**config.mk**
```make
export PLATFORM = sky130hd
export DESIGN_NAME = jstk2_poll_scheduler
export DESIGN_NICKNAME = d
export VERILOG_FILES = /design/src/rtl/jstk2_pkg.sv /design/src/rtl/slew_limiter.sv /design/src/rtl/jstk2_poll_scheduler.sv
export SDC_FILE = /design/constraint.sdc
export NUM_CORES = 1
export LEC_CHECK = 0
export BUFFER_PORTS_ARGS = -buffer_cell sky130_fd_sc_hd__buf_2
export CAP_MARGIN = 20
export CELL_PAD_IN_SITES_DETAIL_PLACEMENT = 1
export CELL_PAD_IN_SITES_GLOBAL_PLACEMENT = 2
export CORE_MARGIN = 4
export CORE_UTILIZATION = 40
export CTS_CLUSTER_DIAMETER = 80
export DETAILED_ROUTE_END_ITERATION = 12
export PLACE_DENSITY_LB_ADDON = 0.1
export SYNTH_ARGS = -nofsm -noshare
export SYNTH_HDL_FRONTEND = slang
export SYNTH_SLANG_ARGS = --single-unit
```
**constraint.sdc**
```tcl
create_clock -name clk -period 8.2 [get_ports clk]
set_input_delay 0.41 -clock clk [delete_from_list [all_inputs] [get_ports clk]]
set_output_delay 0.41 -clock clk [all_outputs]
set_load 0.1 [all_outputs]
```
**src/rtl/jstk2_pkg.sv**
```systemverilog
// ---------------------------------------------------------------------------
// jstk2_pkg
// Shared definitions for the joystick poll scheduler: sample width, the
// servo centre value and the scheduler FSM state encoding.
// ---------------------------------------------------------------------------
package jstk2_pkg;

    localparam int                JSTK_W = 10;
    localparam logic [JSTK_W-1:0] CENTER = 10'd512;

    typedef enum logic [2:0] {
        IDLE,
        WAIT_TICK,
        START,
        WAIT_DONE,
        UPDATE
    } state_t;

endpackage

```
**src/rtl/slew_limiter.sv**
```systemverilog
// ---------------------------------------------------------------------------
// slew_limiter
// Moves one servo axis from its current value toward a target. The step is
// limited to at most SLEW_STEP codes per update.
//   i_target  : requested position (0..1023)
//   i_current : position currently driven
//   o_next    : next position. It always stays between i_current and
//               i_target, so it cannot leave 0..1023.
// ---------------------------------------------------------------------------
module slew_limiter
    import jstk2_pkg::*;
#(
    parameter int SLEW_STEP = 4
) (
    input  logic [JSTK_W-1:0] i_target,
    input  logic [JSTK_W-1:0] i_current,
    output logic [JSTK_W-1:0] o_next
);

    localparam logic        [JSTK_W-1:0] STEP_U = JSTK_W'(SLEW_STEP);
    localparam logic signed [JSTK_W:0]   STEP_S = (JSTK_W+1)'(SLEW_STEP);

    // One extra bit holds the full -1023..+1023 range of target - current.
    logic signed [JSTK_W:0] w_diff;

    assign w_diff = $signed({1'b0, i_target}) - $signed({1'b0, i_current});

    // NOTE: every branch assigns o_next, so this block stays combinational and no latch is inferred.
    always_comb begin
        if (w_diff > STEP_S) begin
            o_next = i_current + STEP_U;
        end else if (w_diff < -STEP_S) begin
            o_next = i_current - STEP_U;
        end else begin
            o_next = i_target;
        end
    end

endmodule

```
**src/rtl/jstk2_poll_scheduler.sv**
```systemverilog
// ---------------------------------------------------------------------------
// jstk2_poll_scheduler
// Polls a JSTK2 joystick over an SPI front end at a fixed rate and turns each
// sample into slew-limited servo commands. The block counts transactions that
// time out. After MAX_MISS timeouts in a row it flags the data as stale and
// steers both axes back to centre.
//   clk         : sole clock, rising edge
//   rst         : asynchronous active-low reset
//   enable      : polling allowed while high
//   spi_busy    : SPI front end is busy and cannot accept a request
//   spi_done    : one-cycle pulse; x_raw/y_raw are valid in that cycle
//   x_raw/y_raw : raw joystick samples
//   spi_start   : one-cycle transaction request
//   x_val/y_val : slew-limited servo commands
//   upd         : one-cycle pulse when x_val/y_val are written
//   timeout_err : one-cycle pulse when a transaction times out
//   stale       : level; MAX_MISS consecutive timeouts reached
// ---------------------------------------------------------------------------
module jstk2_poll_scheduler
    import jstk2_pkg::*;
#(
    parameter int POLL_DIV    = 1_000_000,
    parameter int TIMEOUT_CYC = 50_000,
    parameter int SLEW_STEP   = 4,
    parameter int MAX_MISS    = 3
) (
    input  logic              clk,
    input  logic              rst,
    input  logic              enable,
    input  logic              spi_busy,
    input  logic              spi_done,
    input  logic [JSTK_W-1:0] x_raw,
    input  logic [JSTK_W-1:0] y_raw,
    output logic              spi_start,
    output logic [JSTK_W-1:0] x_val,
    output logic [JSTK_W-1:0] y_val,
    output logic              upd,
    output logic              timeout_err,
    output logic              stale
);

    localparam int TICK_W = $clog2(POLL_DIV + 1);
    localparam int TO_W   = $clog2(TIMEOUT_CYC + 1);
    localparam int MISS_W = $clog2(MAX_MISS + 1);

    state_t              r_state;
    logic [TICK_W-1:0]   r_tick;
    logic [TO_W-1:0]     r_to_cnt;
    logic [MISS_W-1:0]   r_miss;
    logic [JSTK_W-1:0]   r_tgt_x;
    logic [JSTK_W-1:0]   r_tgt_y;
    logic [JSTK_W-1:0]   r_x_val;
    logic [JSTK_W-1:0]   r_y_val;
    logic                r_spi_start;
    logic                r_upd;
    logic                r_timeout_err;
    logic                r_stale;

    logic                w_tick;
    logic                w_timeout;
    logic [MISS_W-1:0]   w_miss_next;
    logic [JSTK_W-1:0]   w_x_next;
    logic [JSTK_W-1:0]   w_y_next;

    assign w_tick      = (r_tick == TICK_W'(POLL_DIV - 1));
    assign w_timeout   = (r_to_cnt == TO_W'(TIMEOUT_CYC - 1));
    assign w_miss_next = (r_miss == MISS_W'(MAX_MISS)) ? r_miss : r_miss + MISS_W'(1);

    slew_limiter #(.SLEW_STEP(SLEW_STEP)) u_slew_x (
        .i_target  (r_tgt_x),
        .i_current (r_x_val),
        .o_next    (w_x_next)
    );

    slew_limiter #(.SLEW_STEP(SLEW_STEP)) u_slew_y (
        .i_target  (r_tgt_y),
        .i_current (r_y_val),
        .o_next    (w_y_next)
    );

    // The poll-rate counter runs freely while polling is enabled. A START
    // that is held up by spi_busy therefore does not shift later polls.
    always_ff @(posedge clk or negedge rst) begin
        if (!rst) begin
            r_tick <= '0;
        end else if (!enable || w_tick) begin
            r_tick <= '0;
        end else begin
            r_tick <= r_tick + TICK_W'(1);
        end
    end

    always_ff @(posedge clk or negedge rst) begin
        if (!rst) begin
            r_state       <= IDLE;
            r_to_cnt      <= '0;
            r_miss        <= '0;
            r_tgt_x       <= CENTER;
            r_tgt_y       <= CENTER;
            r_x_val       <= CENTER;
            r_y_val       <= CENTER;
            r_spi_start   <= 1'b0;
            r_upd         <= 1'b0;
            r_timeout_err <= 1'b0;
            r_stale       <= 1'b0;
        end else begin
            // NOTE: non-blocking defaults; a pulse stays high only when a branch below re-asserts it this cycle.
            r_spi_start   <= 1'b0;
            r_upd         <= 1'b0;
            r_timeout_err <= 1'b0;

            case (r_state)
                IDLE: begin
                    if (enable) r_state <= WAIT_TICK;
                end

                WAIT_TICK: begin
                    if (!enable) begin
                        r_state <= IDLE;
                    end else if (w_tick) begin
                        r_state  <= START;
                        r_to_cnt <= '0;
                    end
                end

                // A single timeout window covers the wait for the bus and
                // the transaction itself.
                START, WAIT_DONE: begin
                    r_to_cnt <= r_to_cnt + TO_W'(1);
                    if (r_state == WAIT_DONE && spi_done) begin
                        // A done pulse wins over a timeout that expires in the same cycle.
                        r_tgt_x <= x_raw;
                        r_tgt_y <= y_raw;
                        r_miss  <= '0;
                        r_stale <= 1'b0;
                        r_state <= UPDATE;
                    end else if (r_state == START && !enable) begin
                        r_state <= IDLE;
                    end else if (w_timeout) begin
                        // Checked before issuing a request. A request made in
                        // the last cycle would leave no time for its done pulse.
                        r_timeout_err <= 1'b1;
                        r_miss        <= w_miss_next;
                        if (w_miss_next == MISS_W'(MAX_MISS)) begin
                            r_stale <= 1'b1;
                            r_tgt_x <= CENTER;
                            r_tgt_y <= CENTER;
                            r_state <= UPDATE;
                        end else begin
                            r_state <= enable ? WAIT_TICK : IDLE;
                        end
                    end else if (r_state == START && !spi_busy) begin
                        r_spi_start <= 1'b1;
                        r_state     <= WAIT_DONE;
                    end
                end

                UPDATE: begin
                    r_x_val <= w_x_next;
                    r_y_val <= w_y_next;
                    r_upd   <= 1'b1;
                    r_state <= enable ? WAIT_TICK : IDLE;
                end

                default: r_state <= IDLE;
            endcase
        end
    end

    assign spi_start   = r_spi_start;
    assign x_val       = r_x_val;
    assign y_val       = r_y_val;
    assign upd         = r_upd;
    assign timeout_err = r_timeout_err;
    assign stale       = r_stale;

endmodule

```
==> metrics.md, run 1 <==
| Metric | Value |
|---|---|
| Status | `finished, final reports clean` |
| Clk sinks | `85` |
| Final Setup Violations | `0` |
| Congestion Overflow GR | `0` |
| Syn avg cell area | `8.942 µm²` |
| CP Cell Sequence | `inv_1, ha_1, inv_1, fa_1, a211o_1, a21o_1, a311oi_1, a31oi_1, and4_1, a21oi_1, mux2i_1, mux2i_1, o22a_1` |
| Synth Cell Area | `5419 µm²` |
| Ys flop type | `dfrtp_1` |
| Hold Path Stages | `2` |
| First-pass GRT wire length | `25940 µm` |
| Max cap viols | `0` |
| TNS Setup | `0 ns` |
| Final Hold Vio Count | `0` |
| Die Width | `124.4 µm` |
| Vias post-DR | `4757` |
| Pwr per Cell Area | `427.7 nW/µm²` |
| Hold Crit Class | `in2reg` |
| DR WL/cell | `18.46 µm` |
| Area share of xor/xnor cells in the synthesized design | `0.06950` |
| CP peak stage delay | `0.80 ns` |
| Routed WL | `15430 µm` |
| Std cell rows | `42` |
| Post-Synth Simple-Gate Area | `0.2157` |
| Critical Path End Type | `register` |
| R2R cell count | `13` |
| End of the worst register-to-register path | `x_val[6]` |
| Die Area | `15470 µm²` |
| Tmin final | `3.760 ns` |
| Overall Global Routing Usage | `0.2032` |
| RSZ-0062 raised after global routing | `false` |
| H-tree depth | `3` |
| Layout Nets | `707` |
| Syn Nets | `659` |
| Core Util, Final | `0.4659` |
| Crit path max fanout | `13` |
| Layout cells sized above 1 | `0.1351` |
| Worst Path Arrival | `4.00 ns` |
| Pwr Total | `2.639 mW` |
| First-pass iteration count of the detailed router | `4` |
| Final Cycle Share | `0.4585` |
| Gpl congestion | `0.8309` |
| Tightest Pin Transition | `1.014 ns` |
| TritonCTS clock tree | `done` |
| Placed cell count | `817` |
| Initial Utilization | `0.4092` |
| R2R Setup Slk | `4.44 ns` |
| Share of flip-flops with an asynchronous set or reset | `1.000` |
| Max Slew Vio Count | `0` |
| Clk buf depth | `2` |
| Worst path required time | `8.44 ns` |
| Die H | `124.4 µm` |
| Peak supply drop | `0.0002000 V` |
| Initial antenna violation count | `1` |
| Multiplexer share of the synthesized area | `0.02517` |
| Slew margin rel. | `0.3231` |
| Vias in the first global route | `5027` |
| Area fraction in compound gates after synthesis | `0.1905` |
| Largest net degree at the start of global routing | `64` |
| Yosys top cell by area | `dfrtp_1` |
| Largest family of logic cells by synthesized area | `simple AND/OR/NAND/NOR gates` |
| Synth top area share | `0.3740` |
| Clock Skews | `0.009995 ns` |
| Synth Instances | `606` |
| Total CTS buffers | `9` |
| Cell leakage power | `2.771 nW` |
| Crit start category | `register` |
| Hpwl dp | `11460 µm` |
| Post-synthesis sequential area ratio | `0.3934` |
| Worst Hold End | `spi_start` |
| Root Driver | `clkbuf_16` |
| Fin area | `6170 µm²` |
| CP max-delay cell | `a21oi_1` |
| I/O Buffers | `48` |
| Synth Register Bits | `85` |
| Placed cell area | `5842 µm²` |
| Kind of critical path | `reg2reg` |
| Iteration-0 DRC Markers | `227` |
| Number of enable flip-flop cells after synthesis | `0` |
| Clock latency on the worst-skew pair | `0.35 ns` |
| I/O Pins | `49` |
| Critical register-to-register path startpoint | `r_tgt_x[0]` |
| FMAX | `266.0 MHz` |
| Syn-to-layout area delta | `13.85%` |
| Routed vias/inst | `5.690` |
| Synth top area cells | `dfrtp_1 37%, ha_1 6.0%, nor2_1 4.9%, xor2_1 3.7%, nand2_1 3.5%` |
| Clk slew on worst S/H paths | `0.07 ns` |
| DRC | `0` |
| Core box area | `13240 µm²` |
| Ys Warns | `0` |
| Netlist cell types | `79` |
| Synth Area in Adders | `0.06927` |
| Hold path start | `spi_busy` |
| Final non-filler cell total | `836` |
| Routed Antenna Nets | `0` |
[sequential cells by signal, indices dropped and copies added (netlist names)]
| name | cells |
|---|---|
| r_tick | 20 |
| r_to_cnt | 16 |
| r_tgt_x | 10 |
| r_tgt_y | 10 |
| x_val | 10 |
| y_val | 10 |
| r_state | 3 |
| r_miss | 2 |
| spi_start | 1 |
| stale | 1 |
| timeout_err | 1 |
| upd | 1 |
[per-layer routing]
| metal | share of wire | wire length, µm | GRT usage |
|---|---|---|---|
| met1 | 0.47 | 7232 | 0.2666 |
| met2 | 0.48 | 7403 | 0.3445 |
| met3 | 0.030 | 462 | 0.03002 |
| met4 | 0.021 | 330 | 0.06641 |
| met5 | 0 | 0 | 0 |
[cell usage after synthesis, types with 3 or more instances]
cell	number
a2111oi_0	4
a211o_1	3
a211oi_1	3
a21o_1	7
a21oi_1	26
a221oi_1	5
a22o_1	14
a311oi_1	3
a31oi_1	3
and2_1	4
and3_1	12
clkbuf_1	13
dfrtp_1	81
dfstp_2	4
ha_1	26
inv_1	35
mux2i_1	5
nand2_1	50
nand2b_1	6
nand3_1	32
nand4_1	10
nor2_1	71
nor2b_1	9
nor3_1	21
nor3b_1	4
nor4_1	5
o211ai_1	3
o21a_1	5
o21ai_0	26
o21ai_1	5
o22a_1	5
o2bb2ai_1	3
o31a_1	3
or2_2	3
xnor2_1	20
xor2_1	23
[worst max path at each step]
stage                          start        to  slack (ns)  depth (start not counted)
after global placement    r_tgt_y[0]  y_val[5]        4.46                         13
after detailed placement  r_tgt_x[0]  x_val[6]        4.49                         13
after CTS                 r_tgt_x[0]  x_val[6]        4.47                         13
after floorplan             x_val[0]  x_val[0]        4.19                         12
final                     r_tgt_x[0]  x_val[6]        4.44                         13
after global routing        x_val[2]  x_val[8]        4.16                         11
[cell type report]
class / count / area [µm²]
antenna: 1 / 2.502
fill: 1598 / 7073
timing repair buffer: 53 / 280.3
clock inverter: 7 / 82.58
clock buffer: 9 / 225.2
sequential: 85 / 2132
tap: 176 / 220.2
inverter: 36 / 135.1
multi-input combinational: 469 / 3092
[report_power, final]
part	total, mW	internal [mW]	switching (mW)
logic	1.53	0.535	0.991
registers	0.681	0.534	0.147
clock network	0.430	0.242	0.189
[placed cells by master, fill, tap and decap left out, types with 4 or more instances in the layout]
cell type  instances
clkbuf_16          9
dfrtp_1           81
nand3_1           32
a221oi_1           5
mux2i_1            5
nand2_1           50
o22a_1             5
nor4_1             5
xor2_1            23
buf_2             48
nand2b_1           6
and2_1             4
nand4_1           10
nor2b_1            9
o21a_1             5
and3_1            12
nor3b_1            4
buf_4              4
a21oi_1           26
a22o_1            14
ha_1              26
a2111oi_0          4
a21o_1             7
inv_1             35
dfstp_2            4
o21ai_1            5
nor2_1            70
o21ai_0           26
xnor2_1           20
nor3_1            21
[critical path, delay by kind of cell (launching register included)]
kind	cells	cell delay, ns
flops	1	0.38
fa+ha+maj	2	0.59
simple gates	1	0.19
mux	2	0.38
compound gates	6	1.97
buf+inv	2	0.14
[stage by stage]
step                      setup WS (ns)  hold slack [ns]
after floorplan                   4.186           0.1144
after detailed placement          4.495           0.3567
after global routing              4.157           0.2389
after CTS                         4.472           0.2193
after global placement            4.465           0.3452
final                             4.440           0.2322
[kinds of logic after synthesis]
kind of cell | after synthesis
AND/OR/NAND/NOR | 240
AO/OA/AOI/OAI | 146
flip-flops | 85
buffers and inverters | 52
XOR/XNOR | 43
adder cells (fa/ha/maj) | 29
multiplexers | 11
[repair_timing]
action                                 4_1_cts  5_1_grt
endpoints found under the hold margin       22        0
hold buffers                                 1        0
setup buffers                                0        0
gates resized for setup                      0        0
(Power assumes the default switching activity.)
==> run 2, diff against run 1 <==
--- a/config.mk
+++ b/config.mk
@@ -5,12 +5,13 @@
 export SDC_FILE = /design/constraint.sdc
 export NUM_CORES = 1
 export LEC_CHECK = 0
+export ABC_AREA = 1
 export BUFFER_PORTS_ARGS = -buffer_cell sky130_fd_sc_hd__buf_2
 export CAP_MARGIN = 20
 export CELL_PAD_IN_SITES_DETAIL_PLACEMENT = 1
 export CELL_PAD_IN_SITES_GLOBAL_PLACEMENT = 2
 export CORE_MARGIN = 4
-export CORE_UTILIZATION = 40
+export CORE_UTILIZATION = 31
 export CTS_CLUSTER_DIAMETER = 80
 export DETAILED_ROUTE_END_ITERATION = 12
 export PLACE_DENSITY_LB_ADDON = 0.1
==> constraint.sdc (replaced) <==
create_clock -name clk -period 3.45 [get_ports clk]
set_input_delay 0.1725 -clock clk [delete_from_list [all_inputs] [get_ports clk]]
set_output_delay 0.1725 -clock clk [all_outputs]
set_load 0.1 [all_outputs]
==> run 2 against run 1 <==
Compared with the run above:
- wire length grew 21%
- combinational power is 150% higher
- count of clock-buffer cells in the layout is the same
- fmax up 39%
- final area grew 12%
- flip-flop and latch count stayed put
- setup slack got worse by 3.7 ns
- non-clock buffer count rose by 1
- total power up 140%
- critical endpoint is now x_val[5]
- largest cell class unchanged
- largest power group unchanged
==> metrics.md, run 2 <==
| Metric | Value |
|---|---|
| Congestion Overflow GR | `0 (unchanged)` |
| Synth top cells by count | `219 x nand2_1, 124 x inv_1, 95 x nor2_1, 86 x nand3_1, 81 x dfrtp_1 (was 81 x dfrtp_1, 71 x nor2_1, 50 x nand2_1, 35 x inv_1, 32 x nand3_1)` |
| CTS resizes | `0 (unchanged)` |
| R2R cell count | `14 (was 13)` |
| Tightest Pin Transition | `0.6139 ns (was 1.014 ns)` |
| Vias post-DR | `5684 (was 4757)` |
| Crit start category | `register (unchanged)` |
| I/O Buffers | `48 (unchanged)` |
| Initial antenna violation count | `1 (unchanged)` |
| Pwr per Cell Area | `911.0 nW/µm² (was 427.7 nW/µm²)` |
| Cell with the most instances after synthesis | `nand2_1 (was dfrtp_1)` |
| Number of enable flip-flop cells after synthesis | `0 (unchanged)` |
| Hold path start | `y_raw[6] (was spi_busy)` |
| Synth top area cells | `dfrtp_1 34%, nand2_1 14%, inv_1 7.7%, nand3_1 7.1%, nor2_1 5.9% (was dfrtp_1 37%, ha_1 6.0%, nor2_1 4.9%, xor2_1 3.7%, nand2_1 3.5%)` |
| Kind of critical path | `reg2reg (unchanged)` |
| Placed cell count | `1163 (was 817)` |
| Routed WL | `18700 µm (was 15430 µm)` |
| Post-CTS Setup Inserts | `0 (unchanged)` |
| Area share of xor/xnor cells in the synthesized design | `0.04934 (was 0.06950)` |
| Routed Antenna Nets | `0 (unchanged)` |
| Hpwl dp | `14740 µm (was 11460 µm)` |
| Synth Cell Area | `6036 µm² (was 5419 µm²)` |
| First-pass GRT wire length | `31420 µm (was 25940 µm)` |
| Layout cells sized above 1 | `0.1216 (was 0.1351)` |
| Syn avg cell area | `6.986 µm² (was 8.942 µm²)` |
| R2R Setup Slk | `0.75 ns (was 4.44 ns)` |
| Final Hold Vio Count | `0 (unchanged)` |
| Netlist cell types | `39 (was 79)` |
| Clock latency on the worst-skew pair | `0.35 ns (about the same)` |
| Top reg by flops | `r_tick (unchanged)` |
| Critical register-to-register path startpoint | `x_val[5] (was r_tgt_x[0])` |
| I/O Pins | `49 (unchanged)` |
| First-pass iteration count of the detailed router | `4 (unchanged)` |
| Routed vias/inst | `4.813 (was 5.690)` |
| Std cell rows | `50 (was 42)` |
| Met3 WL post-DR | `387 µm (was 462 µm)` |
| Synth Register Bits | `85 (unchanged)` |
| Highest metal used | `met5 (was met4)` |
| Slew margin rel. | `0.5898 (was 0.3231)` |
| Overall Global Routing Usage | `0.1775 (was 0.2032)` |
| Tmin final | `2.698 ns (was 3.760 ns)` |
| Crit path max fanout | `9 (was 13)` |
| Met1 wire length | `9300 µm (was 7232 µm)` |
| Iteration-0 DRC Markers | `206 (was 227)` |
| TritonCTS clock tree | `done (unchanged)` |
| Hold Path Stages | `3 (was 2)` |
| DRC | `0 (unchanged)` |
| Die Width | `147.5 µm (was 124.4 µm)` |
| Synth Area in Adders | `0.06053 (was 0.06927)` |
| Status | `finished, final reports clean (unchanged)` |
| Worst path required time | `3.72 ns (was 8.44 ns)` |
| Most frequent cells in the layout | `219 x nand2_1, 124 x inv_1, 94 x nor2_1, 86 x nand3_1, 81 x dfrtp_1 (was 81 x dfrtp_1, 70 x nor2_1, 50 x nand2_1, 48 x buf_2, 35 x inv_1)` |
| Core Util, Final | `0.3650 (was 0.4659)` |
| Hold_ws | `0.04309 ns (was 0.2322 ns)` |
| Gpl congestion | `0.8875 (was 0.8309)` |
| Die H | `147.5 µm (was 124.4 µm)` |
| Number of flip-flops in the largest register | `20 (unchanged)` |
| CTS hold repair buffers | `0 (was 1)` |
| Post-Synth Simple-Gate Area | `0.3520 (was 0.2157)` |
| Hold Crit Class | `in2reg (unchanged)` |
| Largest family of logic cells by synthesized area | `simple AND/OR/NAND/NOR gates (unchanged)` |
| Worst Path Arrival | `2.97 ns (was 4.00 ns)` |
| Ys Warns | `0 (unchanged)` |
| Post-synthesis sequential area ratio | `0.3532 (was 0.3934)` |
| Worst Hold End | `r_tgt_y[6] (was spi_start)` |
| Met2 WL | `8772 µm (was 7403 µm)` |
| Syn-to-layout area delta | `14.64% (was 13.85%)` |
| Critical Path End Type | `register (unchanged)` |
| Peak supply drop | `0.0004014 V (was 0.0002000 V)` |
| Root Driver | `clkbuf_16 (unchanged)` |
| Max Slew Vio Count | `0 (unchanged)` |
| FMAX | `370.7 MHz (was 266.0 MHz)` |
| Ys flop type | `dfrtp_1 (unchanged)` |
| Clk sinks | `85 (unchanged)` |
| Multiplexer share of the synthesized area | `0 (was 0.02517)` |
| Largest net degree at the start of global routing | `76 (was 64)` |
| Final Setup Violations | `0 (unchanged)` |
| TNS Setup | `0 ns (unchanged)` |
| Initial Utilization | `0.3184 (was 0.4092)` |
| DR WL/cell | `15.84 µm (was 18.46 µm)` |
| Die Area | `21770 µm² (was 15470 µm²)` |
| Largest registers | `r_tick: 20 flops, r_to_cnt: 16 flops (unchanged)` |
| H-tree depth | `3 (unchanged)` |
| Syn Nets | `917 (was 659)` |
| Synth top area share | `0.3358 (was 0.3740)` |
| Share of flip-flops with an asynchronous set or reset | `1.000 (unchanged)` |
| Cell leakage power | `3.373 nW (was 2.771 nW)` |
| Clk buf depth | `2 (unchanged)` |
| End of the worst register-to-register path | `x_val[5] (was x_val[6])` |
| RSZ-0062 raised after global routing | `false (unchanged)` |
| Clk slew on worst S/H paths | `0.07 ns (about the same)` |
| Final non-filler cell total | `1181 (was 836)` |
| Core box area | `18960 µm² (was 13240 µm²)` |
| Total CTS buffers | `9 (unchanged)` |
| Diode count | `0 (was 1)` |
| Yosys top cell by area | `dfrtp_1 (unchanged)` |
| Clock Skews | `0.009223 ns (was 0.009995 ns)` |
| Max cap viols | `0 (unchanged)` |
| Final Cycle Share | `0.7820 (was 0.4585)` |
| Pwr Total | `6.303 mW (was 2.639 mW)` |
| Area fraction in compound gates after synthesis | `0.09411 (was 0.1905)` |
| Vias in the first global route | `6021 (was 5027)` |
| Synth Instances | `864 (was 606)` |
| Commonest non-fill, non-tap cell in the layout | `nand2_1 (was dfrtp_1)` |
| Layout Nets | `969 (was 707)` |
==> run 2: area by class of cell <==
type                       instances  area [µm²]
clock buffer                       9       225.2
clock inverter                     7       72.57
fill                            2437       12040
inverter                         132       495.5
multi-input combinational        634        3358
sequential                        85        2132
tap                              260       325.3
timing repair buffer              54       310.3
==> run 2: power breakdown <==
group | internal, mW | switching, mW
clock | 0.565 | 0.441
combinational | 1.15 | 2.63
sequential | 1.24 | 0.283
total | 2.95 | 3.35
==> run 2: how the worst max path moves through the flow <==
stage / to / start / depth (start not counted)
after floorplan: x_val[0] / x_val[5] / 14
after global placement: x_val[5] / x_val[5] / 16
after detailed placement: x_val[5] / x_val[5] / 16
after CTS: x_val[5] / x_val[5] / 16
after global routing: x_val[8] / x_val[5] / 15
final: x_val[5] / x_val[5] / 14
==> run 2: worst max-delay path: stages, from the launching register on <==
cell	delay, ns
dfrtp_1	0.39
clkinv_1	0.22
ha_1	0.48
nand2_1	0.14
nor2_1	0.20
nand3_1	0.18
nand3_1	0.12
nand2_1	0.07
a21oi_1	0.13
nand2_1	0.15
nand2_4	0.16
nand2_4	0.10
nor2_2	0.14
nor2_1	0.07
nor2_1	0.07
==> run 2: logic make-up after synthesis <==
logic type / Yosys count
buffers and inverters: 145
DFF: 85
xor gates and xnor gates: 34
adders and majority gates: 28
and+or+nand+nor: 476
AOI/OAI and AO/OA: 96
==> run 2: through the flow <==
stage / worst slack, ns / instance area, µm²
after CTS: 0.7301 / 6882
after detailed placement: 0.7477 / 6584
after global placement: 0.7910 / 6584
after global routing: 0.4760 / 6919
final: 0.7522 / 6919
after floorplan: 0.3883 / 6036
==> run 2: per-layer routing <==
| metal | up-vias | GRT usage |
|---|---|---|
| li1 | 2897 | - |
| met1 | 2706 | 0.2474 |
| met2 | 63 | 0.2946 |
| met3 | 16 | 0.02146 |
| met4 | 2 | 0.04240 |
| met5 | - | 0 |
